--- src/rtl/bldc_hall_drive.sv ---
`timescale 1ns/1ps
// bldc_hall_drive: six-step BLDC gate drive for one motor.
// Filters the Hall inputs, counts signed Hall steps, flags invalid codes and
// bad jumps, and drives three half-bridges from a signed PWM command with
// per-bridge dead-time protection.
module bldc_hall_drive #(
    parameter int DEADTIME    = 4,
    parameter int HALL_FILTER = 3
) (
    input  logic       clk,
    input  logic       rst_n,
    input  logic       pwm_tick,
    input  logic       set_pwm,
    input  logic [7:0] pwm_data,
    input  logic [2:0] hall,
    output logic [5:0] drive,
    output logic [7:0] hall_count,
    output logic       fault
);

    localparam int RUN_W = $clog2(HALL_FILTER + 1);
    localparam int DT_W  = $clog2(DEADTIME + 1);
    localparam logic [RUN_W-1:0] RUN_MAX = RUN_W'(HALL_FILTER);
    localparam logic [DT_W-1:0]  DT_FULL = DT_W'(DEADTIME);

    // Forward rotation successor of a valid Hall code.
    function automatic logic [2:0] fwd_next(input logic [2:0] code);
        case (code)
            3'b101:  fwd_next = 3'b100;
            3'b100:  fwd_next = 3'b110;
            3'b110:  fwd_next = 3'b010;
            3'b010:  fwd_next = 3'b011;
            3'b011:  fwd_next = 3'b001;
            3'b001:  fwd_next = 3'b101;
            default: fwd_next = code;
        endcase
    endfunction

    function automatic logic code_valid(input logic [2:0] code);
        return (code != 3'b000) && (code != 3'b111);
    endfunction

    // Hall path state
    logic [2:0]       hall_meta, hall_sync, hall_last, hall_filt, hall_prev;
    logic [RUN_W-1:0] run_q, run_d;
    logic             hall_ok, prev_ok, accept, accept_q;
    logic             both_valid, step_fwd, step_rev, jump, hall_bad;

    // PWM / command state
    logic [6:0] pwm_cnt;
    logic [7:0] pending, active;
    logic       pwm_on, drive_on;

    // Commutation and bridge state; index 2 = phase A, 1 = B, 0 = C
    logic [2:0]            hi_fwd, lo_fwd, hi_mask, lo_mask;
    logic [2:0][1:0]       target, br_d, br_q;
    logic [2:0][DT_W-1:0]  dt_d, dt_rem;

    // Stability filter: length of the current run of identical synchronized codes.
    always_comb begin
        // NOTE: every always_comb output gets a default first so no path can infer a latch.
        run_d = RUN_W'(1);
        if (hall_sync == hall_last)
            run_d = (run_q == RUN_MAX) ? run_q : run_q + RUN_W'(1);
        accept = (run_d == RUN_MAX) && (hall_sync != hall_filt);
    end

    // Synchronize the raw Hall inputs and latch accepted codes.
    always_ff @(posedge clk or negedge rst_n) begin
        if (!rst_n) begin
            hall_meta <= '0;
            hall_sync <= '0;
            hall_last <= '0;
            run_q     <= '0;
            hall_filt <= '0;
            hall_prev <= '0;
            hall_ok   <= 1'b0;
            prev_ok   <= 1'b0;
            accept_q  <= 1'b0;
        end else begin
            // NOTE: sequential state uses non-blocking assignments so every flop samples pre-edge values.
            hall_meta <= hall;
            hall_sync <= hall_meta;
            hall_last <= hall_sync;
            run_q     <= run_d;
            accept_q  <= accept;
            if (accept) begin
                hall_prev <= hall_filt;
                prev_ok   <= hall_ok;
                hall_filt <= hall_sync;
                hall_ok   <= 1'b1;
            end
        end
    end

    // Classify the most recent acceptance as forward, reverse or illegal jump.
    always_comb begin
        both_valid = accept_q && prev_ok && code_valid(hall_prev) && code_valid(hall_filt);
        step_fwd   = both_valid && (fwd_next(hall_prev) == hall_filt);
        step_rev   = both_valid && (fwd_next(hall_filt) == hall_prev);
        jump       = both_valid && !step_fwd && !step_rev;
        hall_bad   = hall_ok && !code_valid(hall_filt);
    end

    // Step counter and fault flag, updated the cycle after acceptance.
    always_ff @(posedge clk or negedge rst_n) begin
        if (!rst_n) begin
            hall_count <= '0;
            fault      <= 1'b0;
        end else begin
            fault <= hall_bad || jump;
            if (step_fwd)
                hall_count <= hall_count + 8'd1;
            else if (step_rev)
                hall_count <= hall_count - 8'd1;
        end
    end

    // PWM counter and double-buffered command; pending goes live at the 126->0 wrap.
    always_ff @(posedge clk or negedge rst_n) begin
        if (!rst_n) begin
            pwm_cnt <= '0;
            pending <= '0;
            active  <= '0;
        end else begin
            if (set_pwm)
                pending <= pwm_data;
            if (pwm_tick) begin
                if (pwm_cnt == 7'd126) begin
                    pwm_cnt <= '0;
                    active  <= set_pwm ? pwm_data : pending;
                end else begin
                    pwm_cnt <= pwm_cnt + 7'd1;
                end
            end
        end
    end

    // Forward commutation table: one-hot high-side and low-side phase per Hall code.
    always_comb begin
        hi_fwd = '0;
        lo_fwd = '0;
        case (hall_filt)
            3'b101:  begin hi_fwd = 3'b100; lo_fwd = 3'b010; end
            3'b100:  begin hi_fwd = 3'b100; lo_fwd = 3'b001; end
            3'b110:  begin hi_fwd = 3'b010; lo_fwd = 3'b001; end
            3'b010:  begin hi_fwd = 3'b010; lo_fwd = 3'b100; end
            3'b011:  begin hi_fwd = 3'b001; lo_fwd = 3'b100; end
            3'b001:  begin hi_fwd = 3'b001; lo_fwd = 3'b010; end
            default: begin hi_fwd = '0;     lo_fwd = '0;     end
        endcase
        // Reverse swaps which phase is chopped high and which is held low.
        hi_mask  = active[7] ? lo_fwd : hi_fwd;
        lo_mask  = active[7] ? hi_fwd : lo_fwd;
        pwm_on   = pwm_cnt < active[6:0];
        drive_on = hall_ok && !hall_bad && (active[6:0] != 7'd0);
    end

    // Per-bridge target and dead-time gate: off is immediate, on waits out the off time.
    always_comb begin
        for (int p = 0; p < 3; p++) begin
            target[p] = 2'b00;
            if (drive_on && hi_mask[p])
                target[p] = {pwm_on, 1'b0};
            else if (drive_on && lo_mask[p])
                target[p] = 2'b01;

            br_d[p] = 2'b00;
            if (target[p] != 2'b00) begin
                if (br_q[p] == target[p])
                    br_d[p] = target[p];
                else if ((br_q[p] == 2'b00) && (dt_rem[p] == '0))
                    br_d[p] = target[p];
            end

            dt_d[p] = dt_rem[p];
            if (br_d[p] != 2'b00)
                dt_d[p] = DT_FULL;
            else if (dt_rem[p] != '0)
                dt_d[p] = dt_rem[p] - DT_W'(1);
        end
    end

    // Bridge output registers; dead-time counters start full so reset counts as on.
    always_ff @(posedge clk or negedge rst_n) begin
        if (!rst_n) begin
            br_q   <= '0;
            dt_rem <= {3{DT_FULL}};
        end else begin
            br_q   <= br_d;
            dt_rem <= dt_d;
        end
    end

    assign drive = br_q;

endmodule

--- config.mk ---
export PLATFORM = sky130hd
export DESIGN_NAME = bldc_hall_drive
export DESIGN_NICKNAME = d
export VERILOG_FILES = /design/src/rtl/bldc_hall_drive.sv
export SDC_FILE = /design/constraint.sdc
export NUM_CORES = 1
export LEC_CHECK = 0
export ABC_AREA = 1
export CAP_MARGIN = 20
export CORE_ASPECT_RATIO = 1.4
export CORE_MARGIN = 3
export CORE_UTILIZATION = 40
export DETAILED_ROUTE_END_ITERATION = 8
export GPL_ROUTABILITY_DRIVEN = 0
export SETUP_SLACK_MARGIN = 0.15
export SYNTH_ARGS = -nofsm -noshare
export SYNTH_HDL_FRONTEND = slang
export SYNTH_SLANG_ARGS = --single-unit
--- constraint.sdc ---
create_clock -name clk -period 2.4 [get_ports clk]
set_input_delay 0.24 -clock clk [delete_from_list [all_inputs] [get_ports clk]]
set_output_delay 0.24 -clock clk [all_outputs]
set_load 0.03 [all_outputs]
==> summary.txt, run 1 <==
# diodes: 0
DR vias/cell: 4.82
CP Capture Type: flip-flop
Unrepaired setup endpoints after global routing: yes
Crit path time final: 2.34 ns
Post-Syn Nets: 475
Clock slew at the register clock pins of the worst setup and hold paths: 0.06 ns
Int Pwr: 2.96 mW
Maxcap violations: 0
Placed cells: 581
Vias in the first global route: 3055
Worst path slowest cell: dfrtp_2
Total CTS buffers: 9
Total Power: 4.85 mW
Mapped Cells: 439
Max Slew Vio Count: 0
Post-route insts no fill: 607
Endpoints failing setup: 0
Row count: 41
Fin Setup TNS: 0 ns
I/O Pins: 30
Peak supply drop: 0.590 mV
Post-DRT Antenna Nets: 0
Fin nets: 531
CTS tree: built
Critical path startpoint category: flip-flop
Share of layout cells above drive strength 1: 21.6%
Worst hold path class: flip-flop to flip-flop
Worst-skew pair later-pin latency: 0.34 ns
H-tree Lvls: 3
Tightest Pin Transition: 0.571 ns
Worst EP arrival: 2.61 ns
Max incr delay on CP: 0.45 ns
Die H: 121 µm
Net Sw Frac: 38.9%
Final Hold Slack: 0.347 ns
Root Driver: clkbuf_16
Routed len/inst: 12.1 µm
Placed Area: 4260 µm²
First-pass GRT wire length: 13.2 mm
FMAX: 428 MHz
P&R area growth vs syn: 24.4%
Largest net degree at the start of global routing: 27
Initial antenna violation count: 0
Die Footprint: 10700 µm²
Total global routing overflow: 0
Power density cells: 1030 nW/µm²
Final Skew: 0.00589 ns
Pre-antenna DRT Iters: 4
Syn avg cell area: 8.60 µm²
FF+latch count, synth: 67
Crit path cell chain: inv_6, nand2_4, nand3_2, nand3_1, nor2_4, nand3_4, buf_4, ha_4, nand3_1, nand3_2, a21oi_1, nor2_1, nor2_1, xnor2_1, nand2_1, nand2_1
Sequential Power Share: 33.5%
DIE WIDTH: 88.1 µm
Period Utilization, post-route: 97.4%
Worst slew margin: 62.0%
Synth warn: 0
Run status: finished, final reports clean
Place WS: 0.00386 ns
DRT Wirelength: 7.32 mm
Sequential fraction of the synthesis area: 44.5%
Ys flop type: dfrtp_1
Clock sink count: 67
Core ar.: 9130 µm²
Critical Path RT: 2.68 ns
Initial Util: 41.4%
Clk buf depth: 2
FFs w/ async S/R, synth: 100%
Clock group share of total power: 27.5%
Total vias in the final route: 2927
Final Hold Vio Count: 0
Fin area: 4700 µm²
P_leak: 2.31 nW
Psw: 1.88 mW
DP HPWL: 5.44 mm
CP Class: flip-flop to flip-flop
Synth Cell Area: 3780 µm²
Port bufs: 29
Comb pwr share: 39.0%
DRT iter0 DRCs: 129
Post-synth cell types: 38
Post-layout util: 51.5%
CP Max Fanout: 5
GRT Total Usage: 15.8%
Slack of the critical path: 0.0633 ns
Post-synth EDFFs: 0
Residual DRC: 0
[metal layers]
layer / vias up / global-route usage (%) / wire (µm)
met4: 0 / 8.32 / 197
li1: 1503 / - / -
met3: 12 / 2.92 / 235
met1: 1368 / 18.5 / 3140
met5: - / 0 / 0
met2: 44 / 26.9 / 3740
[cell families (layout without fill, tap and decap cells)]
logic type / after synthesis / after routing / synth area share [%]
DFF: 67 / 67 / 44.5
and+or+nand+nor: 191 / 192 / 24.5
xor gates and xnor gates: 21 / 21 / 5.07
muxes: 8 / 8 / 2.38
adders and majority gates: 21 / 21 / 7.15
AOI/OAI and AO/OA: 54 / 54 / 7.85
buffers and inverters: 77 / 137 / 8.55
[timing repair]
action / in CTS / in global routing
setup buffers: 7 / 1
resized for setup: 5 / 9
pin swaps: 3 / 2
setup endpoints to repair: 3 / 5
hold endpoints to repair: 23 / 0
hold buffers: 1 / 0
cloned: 1 / 0
[sequential cells by signal, indices dropped and copies added (netlist names)]
name / cells
hall_prev: 3
pwm_cnt: 7
dt_rem: 9
run_q: 2
hall_ok: 1
hall_sync: 3
drive: 6
hall_last: 3
prev_ok: 1
active: 8
hall_count: 8
fault: 1
pending: 8
accept_q: 1
hall_meta: 3
hall_filt: 3
[final timing paths]
kind / slack [ns] / start / to / cells after the start
worst min-delay path: 0.35 / hall_meta[1]$_DFF_PN0_ / hall_sync[1]$_DFF_PN0_ / 0
worst max register to register: 0.06 / hall_filt[1]$_DFFE_PN0P_ / hall_count[6]$_DFFE_PN0P_ / 16
worst max-delay path: 0.06 / hall_filt[1]$_DFFE_PN0P_ / hall_count[6]$_DFFE_PN0P_ / 16
min in group asynchronous: 0.43 / rst_n / pwm_cnt[3]$_DFFE_PN0P_ / 2
worst min register to register: 0.35 / hall_meta[1]$_DFF_PN0_ / hall_sync[1]$_DFF_PN0_ / 0
max in group asynchronous: 1.23 / rst_n / hall_prev[0]$_DFFE_PN0P_ / 3
[worst max-delay path: cells and delay by family (launching register included)]
kind                       cells  cell delay [ns]
buffers and inverters          2             0.27
DFF                            1             0.45
and+or+nand+nor               11             1.07
xor gates and xnor gates       1             0.12
adders and majority gates      1             0.23
AOI/OAI and AO/OA              1             0.14
[area by class of cell]
| class | count | area [µm²] |
|---|---|---|
| clock buffer | 9 | 225 |
| sequential | 67 | 1680 |
| tap | 107 | 134 |
| multi-input combinational | 296 | 1860 |
| clock inverter | 7 | 77.6 |
| inverter | 71 | 277 |
| fill | 834 | 4430 |
| timing repair buffer | 50 | 445 |
[synthesized netlist by cell type, types with 3 or more instances]
master | instances | area [µm²]
mux2_2 | 8 | 90.1
dfrtp_1 | 64 | 1600
nor3_2 | 4 | 40.0
a21oi_1 | 12 | 60.1
o21ai_2 | 3 | 26.3
nor2_1 | 25 | 93.8
nor2_2 | 4 | 25.0
inv_1 | 62 | 233
xnor2_1 | 7 | 61.3
o22ai_1 | 3 | 18.8
o21ai_0 | 22 | 110
inv_2 | 6 | 22.5
o21ai_1 | 10 | 50.1
nor3_1 | 5 | 25.0
nand2_2 | 14 | 87.6
nand2_1 | 94 | 353
dfstp_2 | 3 | 78.8
buf_6 | 3 | 33.8
xor2_1 | 13 | 114
ha_1 | 20 | 250
nand3_1 | 33 | 165
[power by group through the flow]
stage / clock (mW) / combinational [mW] / sequential, mW
5_1_grt: 1.41 / 2.19 / 1.66
3_5_place_dp: 0 / 1.86 / 1.64
4_1_cts: 1.36 / 1.92 / 1.63
2_1_floorplan: 0 / 1.41 / 1.62
3_3_place_gp: 0 / 1.80 / 1.64
6_report: 1.33 / 1.89 / 1.62
[layout by cell type, fill, tap and decap left out, drive strengths merged, types with 13 or more instances in the layout]
cell and count:
clkdlybuf4s50 28, nor2 32, inv 72, nand3 37, a21oi 13, xor2 14, nand2 110, o21ai 35
dfrtp 64, ha 20, buf 21
Power figures use the tool's default switching activity.
==> inputs of run 2 (changes only) <==
--- a/config.mk
+++ b/config.mk
@@ -13,6 +13,7 @@
 export DETAILED_ROUTE_END_ITERATION = 8
 export GPL_ROUTABILITY_DRIVEN = 0
 export SETUP_SLACK_MARGIN = 0.15
+export SKIP_CTS_REPAIR_TIMING = 1
 export SYNTH_ARGS = -nofsm -noshare
 export SYNTH_HDL_FRONTEND = slang
 export SYNTH_SLANG_ARGS = --single-unit
==> run 2 against run 1 <==
Effect of this change:
- sequential power barely moved
- flip-flop and latch count did not move
- sequential share of layout area fell by 0.21 points
- via count rose by 0.65%
- clock skew fell by 0.00085 ns
- non-clock buffer count rose by 3
- highest routed layer unchanged
==> summary.txt, run 2 (same netlist as run 1, synthesis figures left out) <==
Crit path time final: 2.37 ns (+0.0294 ns)
Unrepaired setup endpoints after global routing: yes
CP Max Fanout: 6 (+1)
I/O Pins: 30 (unchanged)
Largest register FFs: 9 (unchanged)
Period Utilization, post-route: 98.6% (+1.2 points)
Residual DRC: 0 (unchanged)
Footprint of the multi-input gates: 1870 µm² (+0.54%)
CTS tree: built
Total global routing overflow: 0 (unchanged)
Row count: 41 (unchanged)
Placed Area: 4260 µm² (unchanged)
Core ar.: 9130 µm² (unchanged)
Routed len/inst: 12.1 µm (+0.36%)
CP Class: flip-flop to flip-flop
Tightest Pin Transition: 0.571 ns (-0.0000135 ns)
Root Driver: clkbuf_16
Max Slew Vio Count: 0 (unchanged)
FMAX: 423 MHz (-1.2%)
Worst slew margin: 62.0% (about the same)
Worst path slowest cell: fa_2
Place WS: 0.00386 ns (unchanged)
Initial Util: 41.4% (unchanged)
Clock slew at the register clock pins of the worst setup and hold paths: 0.06 ns (about the same)
Port bufs: 29 (unchanged)
P&R area growth vs syn: 25.3%
GRT Total Usage: 15.5% (-0.31 points)
Worst hold path class: flip-flop to flip-flop
Share of layout cells above drive strength 1: 22.9% (+1.3 points)
DRT iter0 DRCs: 91 (-29%)
H-tree Lvls: 3 (unchanged)
P_leak: 2.32 nW (+0.61%)
Crit path to: hall_count[6]$_DFFE_PN0P_
Run status: finished, final reports clean
Worst Setup SP: hall_prev[1]$_DFFE_PN0P_
# diodes: 0 (unchanged)
Die H: 121 µm (unchanged)
Post-layout util: 51.8% (+0.38 points)
Post-DRT Antenna Nets: 0 (unchanged)
Fillers: 820 (-1.7%)
Crit. path cell count: 15 (-1)
Pre-antenna DRT Iters: 4 (unchanged)
Total CTS buffers: 9 (unchanged)
CP Capture Type: flip-flop
Initial antenna violation count: 0 (unchanged)
Most frequent cells in the layout: 92 x nand2_1, 62 x inv_1, 59 x dfrtp_1
Total vias in the final route: 2946 (+0.65%)
Critical R2R Launch: hall_prev[1]$_DFFE_PN0P_
Endpoints failing setup: 0 (unchanged)
Power density cells: 1040 nW/µm² (+0.66%)
FF-to-FF End: hall_count[6]$_DFFE_PN0P_
Peak supply drop: 0.590 mV (about the same)
DIE WIDTH: 88.1 µm (unchanged)
CP top delay family: simple AND/OR/NAND/NOR gates
Critical Path RT: 2.67 ns (about the same)
First-pass GRT wire length: 13.0 mm (-1.8%)
Slack of the critical path: 0.0338 ns (-0.0294 ns)
DRT Wirelength: 7.38 mm (+0.86%)
Fin nets: 534 (+0.56%)
DP HPWL: 5.44 mm (unchanged)
Vias in the first global route: 3024 (-1.0%)
Crit path cell chain: inv_2, nand2_1, nand2_1, o21ai_2, xor2_2, nand3_4, fa_2, nand3_2, nand3_2, a21oi_2, nor2_1, nor2_1, xnor2_1, nand2_1, nand2_1
Most flops, register: dt_rem
Critical path startpoint category: flip-flop
Max incr delay on CP: 0.41 ns (-0.04 ns)
Clk buf depth: 2 (unchanged)
Most used cell, CP: nand2_1
Worst-skew pair later-pin latency: 0.33 ns (about the same)
Maxcap violations: 0 (unchanged)
Largest net degree at the start of global routing: 27 (unchanged)
FF-to-FF setup slack: 0.03 ns (-0.03 ns)
R2R depth: 15 (-1)
Sequential cell area: 1690 µm² (+0.15%)
Worst EP arrival: 2.64 ns (+0.03 ns)
Commonest non-fill, non-tap cell in the layout: nand2_1
Worst Path Buf+Inv: 1 (-1)
DR vias/cell: 4.83 (+0.15%)
Die Footprint: 10700 µm² (unchanged)
Final Skew: 0.00504 ns (-0.000853 ns)
Final Hold Vio Count: 0 (unchanged)
Clock sink count: 67 (unchanged)
Fin area: 4730 µm² (+0.75%)
## run 2: stage by stage
step / TNS [ns] / power (mW) / hold slack, ns / cells
2_1_floorplan: 0 / 3.04 / -0.0556 / 439
3_3_place_gp: 0 / 3.44 / 0.271 / 581
3_5_place_dp: 0 / 3.50 / 0.272 / 581
4_1_cts: -0.0151 / 4.87 / -0.0859 / 597
5_1_grt: -0.407 / 5.33 / 0.352 / 610
6_report: 0 / 4.91 / 0.347 / 610
## run 2: report_power, final
group | leakage (nW) | total (mW) | switching, mW | internal, mW
Combinational | 1.36 | 1.96 | 1.18 | 0.779
Sequential | 0.817 | 1.62 | 0.208 | 1.42
Clock | 0.146 | 1.33 | 0.517 | 0.810
Total | 2.32 | 4.91 | 1.91 | 3.01
## run 2: area by class of cell
cell class                      instances  share of cell area, %
Multi-Input combinational cell        296                   39.4
Sequential cell                        67                   35.6
Timing Repair Buffer                   53                   9.88
Inverter                               71                   5.84
Clock buffer                            9                   4.76
Tap cell                              107                   2.83
Clock inverter                          7                   1.64
## run 2: layer usage
layer,vias up,track usage [%],share of wire (%)
met1,1382,18.2,43
met2,43,26.2,51
met4,0,8.32,2.8
met5,-,0,0
met3,14,2.85,3.1
li1,1507,-,-
## run 2: worst register-to-register path, cell delays in order (launching register included)
cell	delay (ns)
dfrtp_1	0.40
inv_2	0.11
nand2_1	0.08
nand2_1	0.07
o21ai_2	0.07
xor2_2	0.25
nand3_4	0.17
fa_2	0.41
nand3_2	0.09
nand3_2	0.09
a21oi_2	0.15
nor2_1	0.05
nor2_1	0.12
xnor2_1	0.12
nand2_1	0.06
nand2_1	0.05
## run 2: worst min path at each step
stage / from / endpoint / slack (ns) / cells past startpoint
floorplan: rst_n / accept_q$_DFF_PN0_ / -0.06 / 0
global placement: rst_n / pwm_cnt[3]$_DFFE_PN0P_ / 0.27 / 1
detailed placement: rst_n / pwm_cnt[3]$_DFFE_PN0P_ / 0.27 / 1
CTS: rst_n / dt_rem[1]$_DFFE_PN0P_ / -0.09 / 1
global route: hall[2] / hall_meta[2]$_DFF_PN0_ / 0.35 / 1
finish: hall_meta[1]$_DFF_PN0_ / hall_sync[1]$_DFF_PN0_ / 0.35 / 0
